--- src/rtl/mdu_pkg.sv ---
// Shared definitions for the EX-stage multiply/divide sequencer:
// operation codes, FSM states and small operand helpers.
package mdu_pkg;

  typedef enum logic [2:0] {
    MDU_NONE  = 3'd0,
    MDU_MULT  = 3'd1,
    MDU_MULTU = 3'd2,
    MDU_DIV   = 3'd3,
    MDU_DIVU  = 3'd4
  } mdu_op_e;

  typedef enum logic [1:0] {
    ST_IDLE = 2'd0,
    ST_MUL  = 2'd1,
    ST_DIV  = 2'd2,
    ST_DONE = 2'd3
  } mdu_state_e;

  // One restoring iteration per operand bit.
  localparam int DIV_ITER = 32;
  localparam int CNT_W    = 6;

  function automatic logic op_is_valid(input logic [2:0] op);
    return (op >= MDU_MULT) && (op <= MDU_DIVU);
  endfunction

  function automatic logic op_is_div(input logic [2:0] op);
    return (op == MDU_DIV) || (op == MDU_DIVU);
  endfunction

  // Magnitude of a two's-complement word when signed; 0x80000000 maps to itself,
  // which is the correct unsigned magnitude.
  function automatic logic [31:0] mag32(input logic [31:0] v, input logic is_signed);
    return (is_signed && v[31]) ? (~v + 32'd1) : v;
  endfunction

endpackage

--- src/rtl/mdu_sequencer_if.sv ---
// EX-stage <-> multiply/divide sequencer bundle. The master is the pipeline side,
// the slave is the sequencer.
interface mdu_sequencer_if;
  logic        start;
  logic [2:0]  op;
  logic [31:0] src_a;
  logic [31:0] src_b;
  logic        flush;
  logic        stall_o;
  logic        busy;
  logic        hilo_we;
  logic [31:0] hi_o;
  logic [31:0] lo_o;
  logic        div_zero;

  modport master (
    output start, op, src_a, src_b, flush,
    input  stall_o, busy, hilo_we, hi_o, lo_o, div_zero
  );

  modport slave (
    input  start, op, src_a, src_b, flush,
    output stall_o, busy, hilo_we, hi_o, lo_o, div_zero
  );
endinterface

--- src/rtl/div_core.sv ---
// Unsigned restoring divider: one shift-subtract step per cycle on a 64-bit
// {remainder, quotient} register. quo_o/rem_o show the value after the current step.
module div_core (
  input  logic        clk,
  input  logic        rst_n,
  input  logic        load_i,
  input  logic        step_i,
  input  logic [31:0] dividend_i,
  input  logic [31:0] divisor_i,
  output logic [31:0] quo_o,
  output logic [31:0] rem_o
);

  logic [63:0] sr_q;
  logic [63:0] sr_d;
  logic [63:0] sr_step;
  logic [31:0] dvs_q;
  logic [31:0] dvs_d;
  logic [32:0] rem_sh;
  logic [33:0] diff;

  // Partial remainder is always below the divisor, so 33 bits hold the shifted value.
  always_comb begin
    rem_sh = {sr_q[63:32], sr_q[31]};
    diff   = {1'b0, rem_sh} - {2'b00, dvs_q};
    if (diff[33]) begin
      sr_step = {rem_sh[31:0], sr_q[30:0], 1'b0};
    end else begin
      sr_step = {diff[31:0], sr_q[30:0], 1'b1};
    end
  end

  always_comb begin
    sr_d  = sr_q;
    dvs_d = dvs_q;
    if (load_i) begin
      sr_d  = {32'd0, dividend_i};
      dvs_d = divisor_i;
    end else if (step_i) begin
      sr_d = sr_step;
    end
  end

  always_ff @(posedge clk or negedge rst_n) begin
    if (!rst_n) begin
      sr_q  <= '0;
      dvs_q <= '0;
    end else begin
      sr_q  <= sr_d;
      dvs_q <= dvs_d;
    end
  end

  assign quo_o = sr_step[31:0];
  assign rem_o = sr_step[63:32];

endmodule

--- src/rtl/mdu_sequencer.sv ---
// Multi-cycle MULT/MULTU/DIV/DIVU sequencer: stalls EX while busy and delivers
// {HI,LO} with a single-cycle write strobe; flush cancels any operation in flight.
module mdu_sequencer
  import mdu_pkg::*;
#(
  parameter int MUL_CYCLES = 2
) (
  input  logic             clk,
  input  logic             rst_n,
  mdu_sequencer_if.slave   bus
);

  mdu_state_e       state_q;
  mdu_state_e       state_d;
  logic [CNT_W-1:0] cnt_q;
  logic [31:0]      a_q;
  logic [31:0]      b_q;
  logic             mul_signed_q;
  logic             neg_quo_q;
  logic             neg_rem_q;
  logic [31:0]      hi_q;
  logic [31:0]      lo_q;
  logic             dz_q;

  logic        accept;
  logic        acc_div;
  logic        acc_div_zero;
  logic        signed_div;
  logic [63:0] product;
  logic [31:0] div_quo;
  logic [31:0] div_rem;

  assign accept       = (state_q == ST_IDLE) && bus.start && op_is_valid(bus.op) && !bus.flush;
  assign acc_div      = op_is_div(bus.op);
  assign acc_div_zero = acc_div && (bus.src_b == 32'd0);
  assign signed_div   = (bus.op == MDU_DIV);

  // Sign-extending only for MULT lets one 64-bit multiplier serve both variants.
  assign product = {{32{mul_signed_q & a_q[31]}}, a_q} * {{32{mul_signed_q & b_q[31]}}, b_q};

  div_core u_div_core (
    .clk        (clk),
    .rst_n      (rst_n),
    .load_i     (accept && acc_div && !acc_div_zero),
    .step_i     (state_q == ST_DIV),
    .dividend_i (mag32(bus.src_a, signed_div)),
    .divisor_i  (mag32(bus.src_b, signed_div)),
    .quo_o      (div_quo),
    .rem_o      (div_rem)
  );

  always_ff @(posedge clk or negedge rst_n) begin
    if (!rst_n) begin
      state_q <= ST_IDLE;
    end else begin
      state_q <= state_d;
    end
  end

  always_comb begin
    state_d = state_q;
    unique case (state_q)
      ST_IDLE: begin
        if (accept) begin
          if (!acc_div)         state_d = ST_MUL;
          else if (acc_div_zero) state_d = ST_DONE;
          else                   state_d = ST_DIV;
        end
      end
      ST_MUL:  if (cnt_q == '0) state_d = ST_DONE;
      ST_DIV:  if (cnt_q == '0) state_d = ST_DONE;
      ST_DONE: state_d = ST_IDLE;
      default: state_d = ST_IDLE;
    endcase
    if (bus.flush) state_d = ST_IDLE;
  end

  always_comb begin
    bus.stall_o  = accept || (state_q == ST_MUL) || (state_q == ST_DIV);
    bus.busy     = (state_q != ST_IDLE);
    bus.hilo_we  = (state_q == ST_DONE) && !bus.flush;
    bus.div_zero = (state_q == ST_DONE) && !bus.flush && dz_q;
    bus.hi_o     = hi_q;
    bus.lo_o     = lo_q;
  end

  always_ff @(posedge clk or negedge rst_n) begin
    if (!rst_n) begin
      cnt_q        <= '0;
      a_q          <= '0;
      b_q          <= '0;
      mul_signed_q <= 1'b0;
      neg_quo_q    <= 1'b0;
      neg_rem_q    <= 1'b0;
    end else if (accept) begin
      cnt_q        <= acc_div ? CNT_W'(DIV_ITER - 1) : CNT_W'(MUL_CYCLES - 1);
      a_q          <= bus.src_a;
      b_q          <= bus.src_b;
      mul_signed_q <= (bus.op == MDU_MULT);
      neg_quo_q    <= signed_div && (bus.src_a[31] ^ bus.src_b[31]);
      neg_rem_q    <= signed_div && bus.src_a[31];
    end else if (((state_q == ST_MUL) || (state_q == ST_DIV)) && (cnt_q != '0)) begin
      cnt_q <= cnt_q - CNT_W'(1);
    end
  end

  // Results only change on a real entry into DONE, so HI/LO hold across flushes.
  always_ff @(posedge clk or negedge rst_n) begin
    if (!rst_n) begin
      hi_q <= '0;
      lo_q <= '0;
      dz_q <= 1'b0;
    end else if ((state_d == ST_DONE) && (state_q != ST_DONE)) begin
      unique case (state_q)
        ST_IDLE: begin
          hi_q <= bus.src_a;
          lo_q <= 32'hFFFF_FFFF;
          dz_q <= 1'b1;
        end
        ST_MUL: begin
          hi_q <= product[63:32];
          lo_q <= product[31:0];
          dz_q <= 1'b0;
        end
        ST_DIV: begin
          hi_q <= neg_rem_q ? (~div_rem + 32'd1) : div_rem;
          lo_q <= neg_quo_q ? (~div_quo + 32'd1) : div_quo;
          dz_q <= 1'b0;
        end
        default: dz_q <= 1'b0;
      endcase
    end
  end

endmodule
--- src/flat_wrapper.sv ---
// flat-port wrapper written by rule: the top's interface ports become plain ports
module mdu_sequencer_flat import mdu_pkg::*;
#(
  parameter int MUL_CYCLES = 2
)
  (clk, rst_n, bus_start, bus_op, bus_src_a, bus_src_b, bus_flush, bus_stall_o, bus_busy, bus_hilo_we, bus_hi_o, bus_lo_o, bus_div_zero);
  mdu_sequencer_if bus_i ();
  input  logic clk;
  input  logic rst_n;
  input wire logic [$bits(bus_i.start)-1:0] bus_start;
  input wire logic [$bits(bus_i.op)-1:0] bus_op;
  input wire logic [$bits(bus_i.src_a)-1:0] bus_src_a;
  input wire logic [$bits(bus_i.src_b)-1:0] bus_src_b;
  input wire logic [$bits(bus_i.flush)-1:0] bus_flush;
  output wire logic [$bits(bus_i.stall_o)-1:0] bus_stall_o;
  output wire logic [$bits(bus_i.busy)-1:0] bus_busy;
  output wire logic [$bits(bus_i.hilo_we)-1:0] bus_hilo_we;
  output wire logic [$bits(bus_i.hi_o)-1:0] bus_hi_o;
  output wire logic [$bits(bus_i.lo_o)-1:0] bus_lo_o;
  output wire logic [$bits(bus_i.div_zero)-1:0] bus_div_zero;
  assign bus_i.start = bus_start;
  assign bus_i.op = bus_op;
  assign bus_i.src_a = bus_src_a;
  assign bus_i.src_b = bus_src_b;
  assign bus_i.flush = bus_flush;
  assign bus_stall_o = bus_i.stall_o;
  assign bus_busy = bus_i.busy;
  assign bus_hilo_we = bus_i.hilo_we;
  assign bus_hi_o = bus_i.hi_o;
  assign bus_lo_o = bus_i.lo_o;
  assign bus_div_zero = bus_i.div_zero;
  mdu_sequencer #(.MUL_CYCLES(MUL_CYCLES)) u_core (.clk(clk), .rst_n(rst_n), .bus(bus_i));
endmodule
--- config.mk ---
export PLATFORM = sky130hd
export DESIGN_NAME = mdu_sequencer_flat
export DESIGN_NICKNAME = d
export VERILOG_FILES = /design/src/rtl/mdu_pkg.sv /design/src/rtl/mdu_sequencer_if.sv /design/src/rtl/div_core.sv /design/src/rtl/mdu_sequencer.sv /design/src/flat_wrapper.sv
export SDC_FILE = /design/constraint.sdc
export NUM_CORES = 2
export LEC_CHECK = 0
export BUFFER_PORTS_ARGS = -buffer_cell sky130_fd_sc_hd__buf_2
export CAP_MARGIN = 20
export CORE_MARGIN = 5
export CORE_UTILIZATION = 60
export DETAILED_ROUTE_END_ITERATION = 10
export GPL_TIMING_DRIVEN = 0
export PLACE_DENSITY = 0.78
export REMOVE_ABC_BUFFERS = 1
export SLEW_MARGIN = 40
export SYNTH_ARGS = -nofsm -noshare
export SYNTH_HDL_FRONTEND = slang
export SYNTH_SLANG_ARGS = --single-unit
--- constraint.sdc ---
create_clock -name clk -period 8.7 [get_ports clk]
set_input_delay 1.74 -clock clk [delete_from_list [all_inputs] [get_ports clk]]
set_output_delay 1.74 -clock clk [all_outputs]
set_load 0.005 [all_outputs]
[After elaboration in Yosys (flattened, before gate mapping)]
Cells that the tools add are included.
Storage, ports and cells
  register bits after elaboration: 236
  latch bits: 0
  memory bits (writable): 0
  bits in read-only memories: 0
  bits of input ports: 71
  output and inout bits: 68
  word-level logic and storage cells: 85
  memories kept: 0
Operators by class
  add/sub/neg operators: 6
  multiply operators: 1
  div/mod/pow operators: 0
  $lt $le $gt $ge: 2
  equal/unequal tests: 8
  shift operators: 0
  muxes and demuxes: 19
  bitwise gates (word level): 7
  reduce and logical (&&, ||, !) cells: 30
Operators with widths (count)
  two-way mux 64 bit: 3
  one-hot mux 32 bit (3 select lines): 2
  adder 32 x 1 -> 32 bit (second input constant): 4
  two-way mux 32 bit: 4
  inverter 32 bit: 4
  multiplier 33 x 33 -> 64 bit: 1
  subtractor 33 x 32 -> 34 bit: 1
  logical NOT 32 bit: 1
  logical AND 1 bit: 14
  two-way mux 6 bit: 2
  two-way mux 2 bit: 4
  == test 2 bit (second input constant): 3
  logical NOT 6 bit: 1
  one-hot mux 2 bit (3 select lines): 1
  nonzero test 2 bit: 3
  nonzero test 6 bit: 1
  subtractor 6 x 1 -> 6 bit (second input constant): 1
  two-way mux 5 bit: 1
  logical OR 1 bit: 4
  == test 3 x 1 -> 1 bit (second input constant): 1
  == test 3 x 2 -> 1 bit (second input constant): 1
  == test 3 bit (second input constant): 1
  >= comparator 3 x 1 -> 1 bit (second input constant): 1
  <= comparator 3 bit (second input constant): 1
  10 further kinds: 13

[Logic depth before layout (Yosys ltp)]
  depth in word-level cells: 11
  depth in mapped cells: 31
  gate-level depth less buffers: 29

[Modules after synthesis]
Synthesis repeated with hierarchy kept, for this count alone.
Second synthesis, totals
  cell total of the unflattened synthesis: 6053
  area, all modules: 53413.7 um^2
By module, submodules not included
  mdu_sequencer: times used 1, cells an instance 5303, area each 46997.6 um^2, sequential area each 3503.4 um^2
  div_core: times used 1, cells an instance 750, area each 6416.2 um^2, sequential area each 2402.3 um^2

[Worst setup path before layout]
Ideal clock, no wire load.
  path kind: flip-flop to flip-flop
  from: register u_core.a_q[31]
  to: register u_core.hi_q[31] (netlist: u_core.bus.hi_o[31])
  setup time: 126 ps
  arrival: 8163 ps
  data required time: 8574 ps
  setup slack: 411 ps
  stages on the path, launching flop included: 31
  path buffers: 3
  period minus slack after synthesis: 8289 ps
  cell sequence: dfrtp_1 clkbuf_1 and2_1 clkbuf_1 nand2_1 inv_1 fa_1 inv_1 fa_1 inv_1 fa_1 fa_1 inv_1 fa_1 inv_1 fa_1 inv_1 fa_1 fa_1 inv_1 ha_1 clkbuf_1 a21o_1 a21o_1 a21oi_1 nand2_1 o31ai_1 nor4_1 or4_1 o21ba_1 a21oi_1
On the way
  longest elaborated chain between the ends: 3
Ends and longest elaborated chain
  from (decl): line mdu_sequencer.sv:16  | logic [31:0] a_q;
  from (signal assigned): line mdu_sequencer.sv:97  | a_q <= bus.src_a;
  bitwise AND 1 bit: line mdu_sequencer.sv:39  | assign product = {{32{mul_signed_q & a_q[31]}}, a_q} * {{32{mul_signed_q & b_q[31]}}, b_q};
  multiplier 33 x 33 -> 64 bit *: line mdu_sequencer.sv:39
  one-hot mux 32 bit (3 select lines) *: line mdu_sequencer.sv:114  | unique case (state_q)
  to (signal assigned): line mdu_sequencer.sv:116  | hi_q <= bus.src_a;
  to (signal assigned): line mdu_sequencer.sv:121  | hi_q <= product[63:32];
  to (signal assigned): line mdu_sequencer.sv:126  | hi_q <= neg_rem_q ? (~div_rem + 32'd1) : div_rem;
  to (decl): line mdu_sequencer.sv:21  | logic [31:0] hi_q;
Every way passes the cells marked *; elsewhere a longest branch is shown, timed or not.
A chain may end at the register's enable or synchronous reset.

[Worst setup path after layout]
Ends and elaborated chain as after synthesis.

==> metrics.cfg <==
[grt]
grt_overflow=0
antenna_found_initial=7
grt_max_degree=70
track_usage=0.315
grt_pass1_wl_um=238000
grt_pass1_vias=44500

[die]
io_pins=139
num_rows=109
die_w_um=308
die_y_um=308
core_area_mm2=0.0882
initial_utilization=0.604
dieArea_mm2=0.0948

[yosys]
ys_warn_count=0
synthArstFlopShare=1.00
synth-seq-area-share=0.111
postSynthAreaPerCell_um2=8.99
synth_common_cells=inv_1, fa_1, nand2_1, and2_1, clkbuf_1
netlist_area_mm2=0.0533
synth_cell_type_count=85
synth_top_area_frac=0.423
synth_most_common_cell=inv_1
synth_ff_type=dfrtp_1
synthCells=5928
synth_edf_count=0
yosys-top-cells-area=fa_1, dfrtp_1, inv_1, nand2_1, ha_1
synth_area_leader_cell=fa_1
ys_seq_elements=236

[critical_path]
critPathMaxStageDelay_ns=0.64
rr_startpoint=u_core.a_q[31]
required_ns=9.12
path_common_cell=fa_1
regToRegEndpoint=u_core.bus.hi_o[31]
worst_setup_path_startpoint=u_core.a_q[31]
start_kind=register
worst-path-max-fanout=8
cp_slowest_cell=fa_2
r2r_cells=26
arrival_ns=8.98
crit_path_end_kind=register
r2r_slack_ns=0.14
worstSetupEndpoint=u_core.bus.hi_o[31]
crit_type=register to register

[final_layout]
final_nets=7301
drive_above_1_share=0.0825
syn_to_final_growth_pct=6.42
fin_util=0.642

[timing]
setup_tns_ns=0
worst_slew_margin_rel=0.399
hold-worst-slack_ns=0.485
worst_pin_slew_ns=0.902
fin_skew_ns=0.0145
fin_ws_ns=0.140
fin_crit_sh=0.984
hold_viol=0
slew_violations=0
period_minus_slack_ns=8.56
setup_viol=0
fmax_ghz=0.117

[placement]
pre_cts_ws_ns=-1.52
io_buffers=138
finalWeightedCongestion=0.948
hpwl_um=115000

[route]
viasPerCell=5.97
drc_errors=0
wire_per_inst_um=21.2
dr.pass1.iters=6
via_count=42000
routed_wl_um=149000
postRouteAntennaNets=0
drt_iter0_markers=3956

[flow_run]
drv_cap=0

[cts]
cts_tree=yes
numCtsBuffers=25
clock_latency_ns=0.54
htreeDepth=1
cts_sinks=236
hold_buffers=0
root_buffer=clkbuf_16
path_clk_slew_ns=0.06
cts_buffer_depth=3

[hold_path]
hold_class=register to register

[run_status]
status=finished clean

## cell families after synthesis
| family | share of synthesized area |
|---|---|
| AOI/OAI and AO/OA | 0.0868 |
| and+or+nand+nor | 0.154 |
| adders and majority gates | 0.483 |
| buffers and inverters | 0.108 |
| DFF | 0.111 |
| muxes | 0.0249 |
| xor gates and xnor gates | 0.0324 |
## cell type report
class	count	area (um^2)
Multi-Input combinational cell	4168	41900
Fill cell	7049	31500
Sequential cell	236	6090
Inverter	1188	4480
Timing Repair Buffer	230	2000
Tap cell	1165	1460
Clock buffer	41	696
Clock inverter	5	57.6
Antenna cell	4	10.0
## registers in the layout (all words and copies together) (netlist names)
name                     cells
u_core.cnt_q                 6
u_core.dz_q                  1
u_core.mul_signed_q          1
u_core.u_div_core.sr_q      64
u_core.u_div_core.dvs_q     32
u_core.bus.lo_o             32
u_core.neg_rem_q             1
u_core.bus.hi_o             32
u_core.a_q                  32
u_core.b_q                  32
u_core.state_q               2
u_core.neg_quo_q             1
## per-layer routing
| metal | part of all wire | GRT usage | wire length (um) |
|---|---|---|---|
| met1 | 0.37 | 0.410 | 54700 |
| met2 | 0.49 | 0.527 | 72600 |
| met3 | 0.091 | 0.0580 | 13600 |
| met4 | 0.055 | 0.128 | 8120 |
| met5 | 0.00013 | 0 | 19 |
## cells in the final DEF, fill, tap and decap left out, drive strengths merged, types with 40 or more instances in the layout
cell type  synthesis  routed
nand2            886     886
o31ai             40      40
a21oi            179     179
fa              1126    1126
clkbuf           323      42
dfrtp            236     236
mux2              68      68
buf               13     229
and2             361     361
xnor2            120     120
xor2              77      77
nor2             241     241
mux2i             56      56
a21o              62      62
inv             1186    1182
ha               255     255
o21ai            169     169
## stage by stage
stage,area (um^2),cells
finish,56700,7037
floorplan,52000,5592
global route,56700,7036
CTS,56200,6998
global placement,54100,6895
detailed placement,55100,6934
## how the worst min path moves through the flow
stage / from / end / slack, ns / depth (start not counted)
3_5_place_dp: u_core.bus.hi_o[12] / u_core.bus.hi_o[12] / 0.47 / 2
5_1_grt: u_core.bus.hi_o[12] / u_core.bus.hi_o[12] / 0.50 / 2
4_1_cts: u_core.bus.hi_o[12] / u_core.bus.hi_o[12] / 0.48 / 2
3_3_place_gp: u_core.bus.hi_o[1] / u_core.bus.hi_o[1] / 0.46 / 2
6_report: u_core.bus.hi_o[12] / u_core.bus.hi_o[12] / 0.48 / 2
2_1_floorplan: u_core.dz_q / u_core.dz_q / 0.47 / 1
## critical path: cells and delay by family, from the launching register on
kind | cells | cell delay (ns)
flops | 1 | 0.50
simple gates | 6 | 1.46
fa+ha+maj | 9 | 4.63
compound gates | 5 | 1.11
buf+inv | 6 | 0.70
## repair_timing
action	4_1_cts	5_1_grt
endpoints found under the setup margin	26	24
pin swaps	3	9
resized for setup	44	39
cloned	0	0
setup buffers	18	35
Power is not shown: default switching activity piles up to over one toggle a cycle in this logic, so the estimate is an artifact.
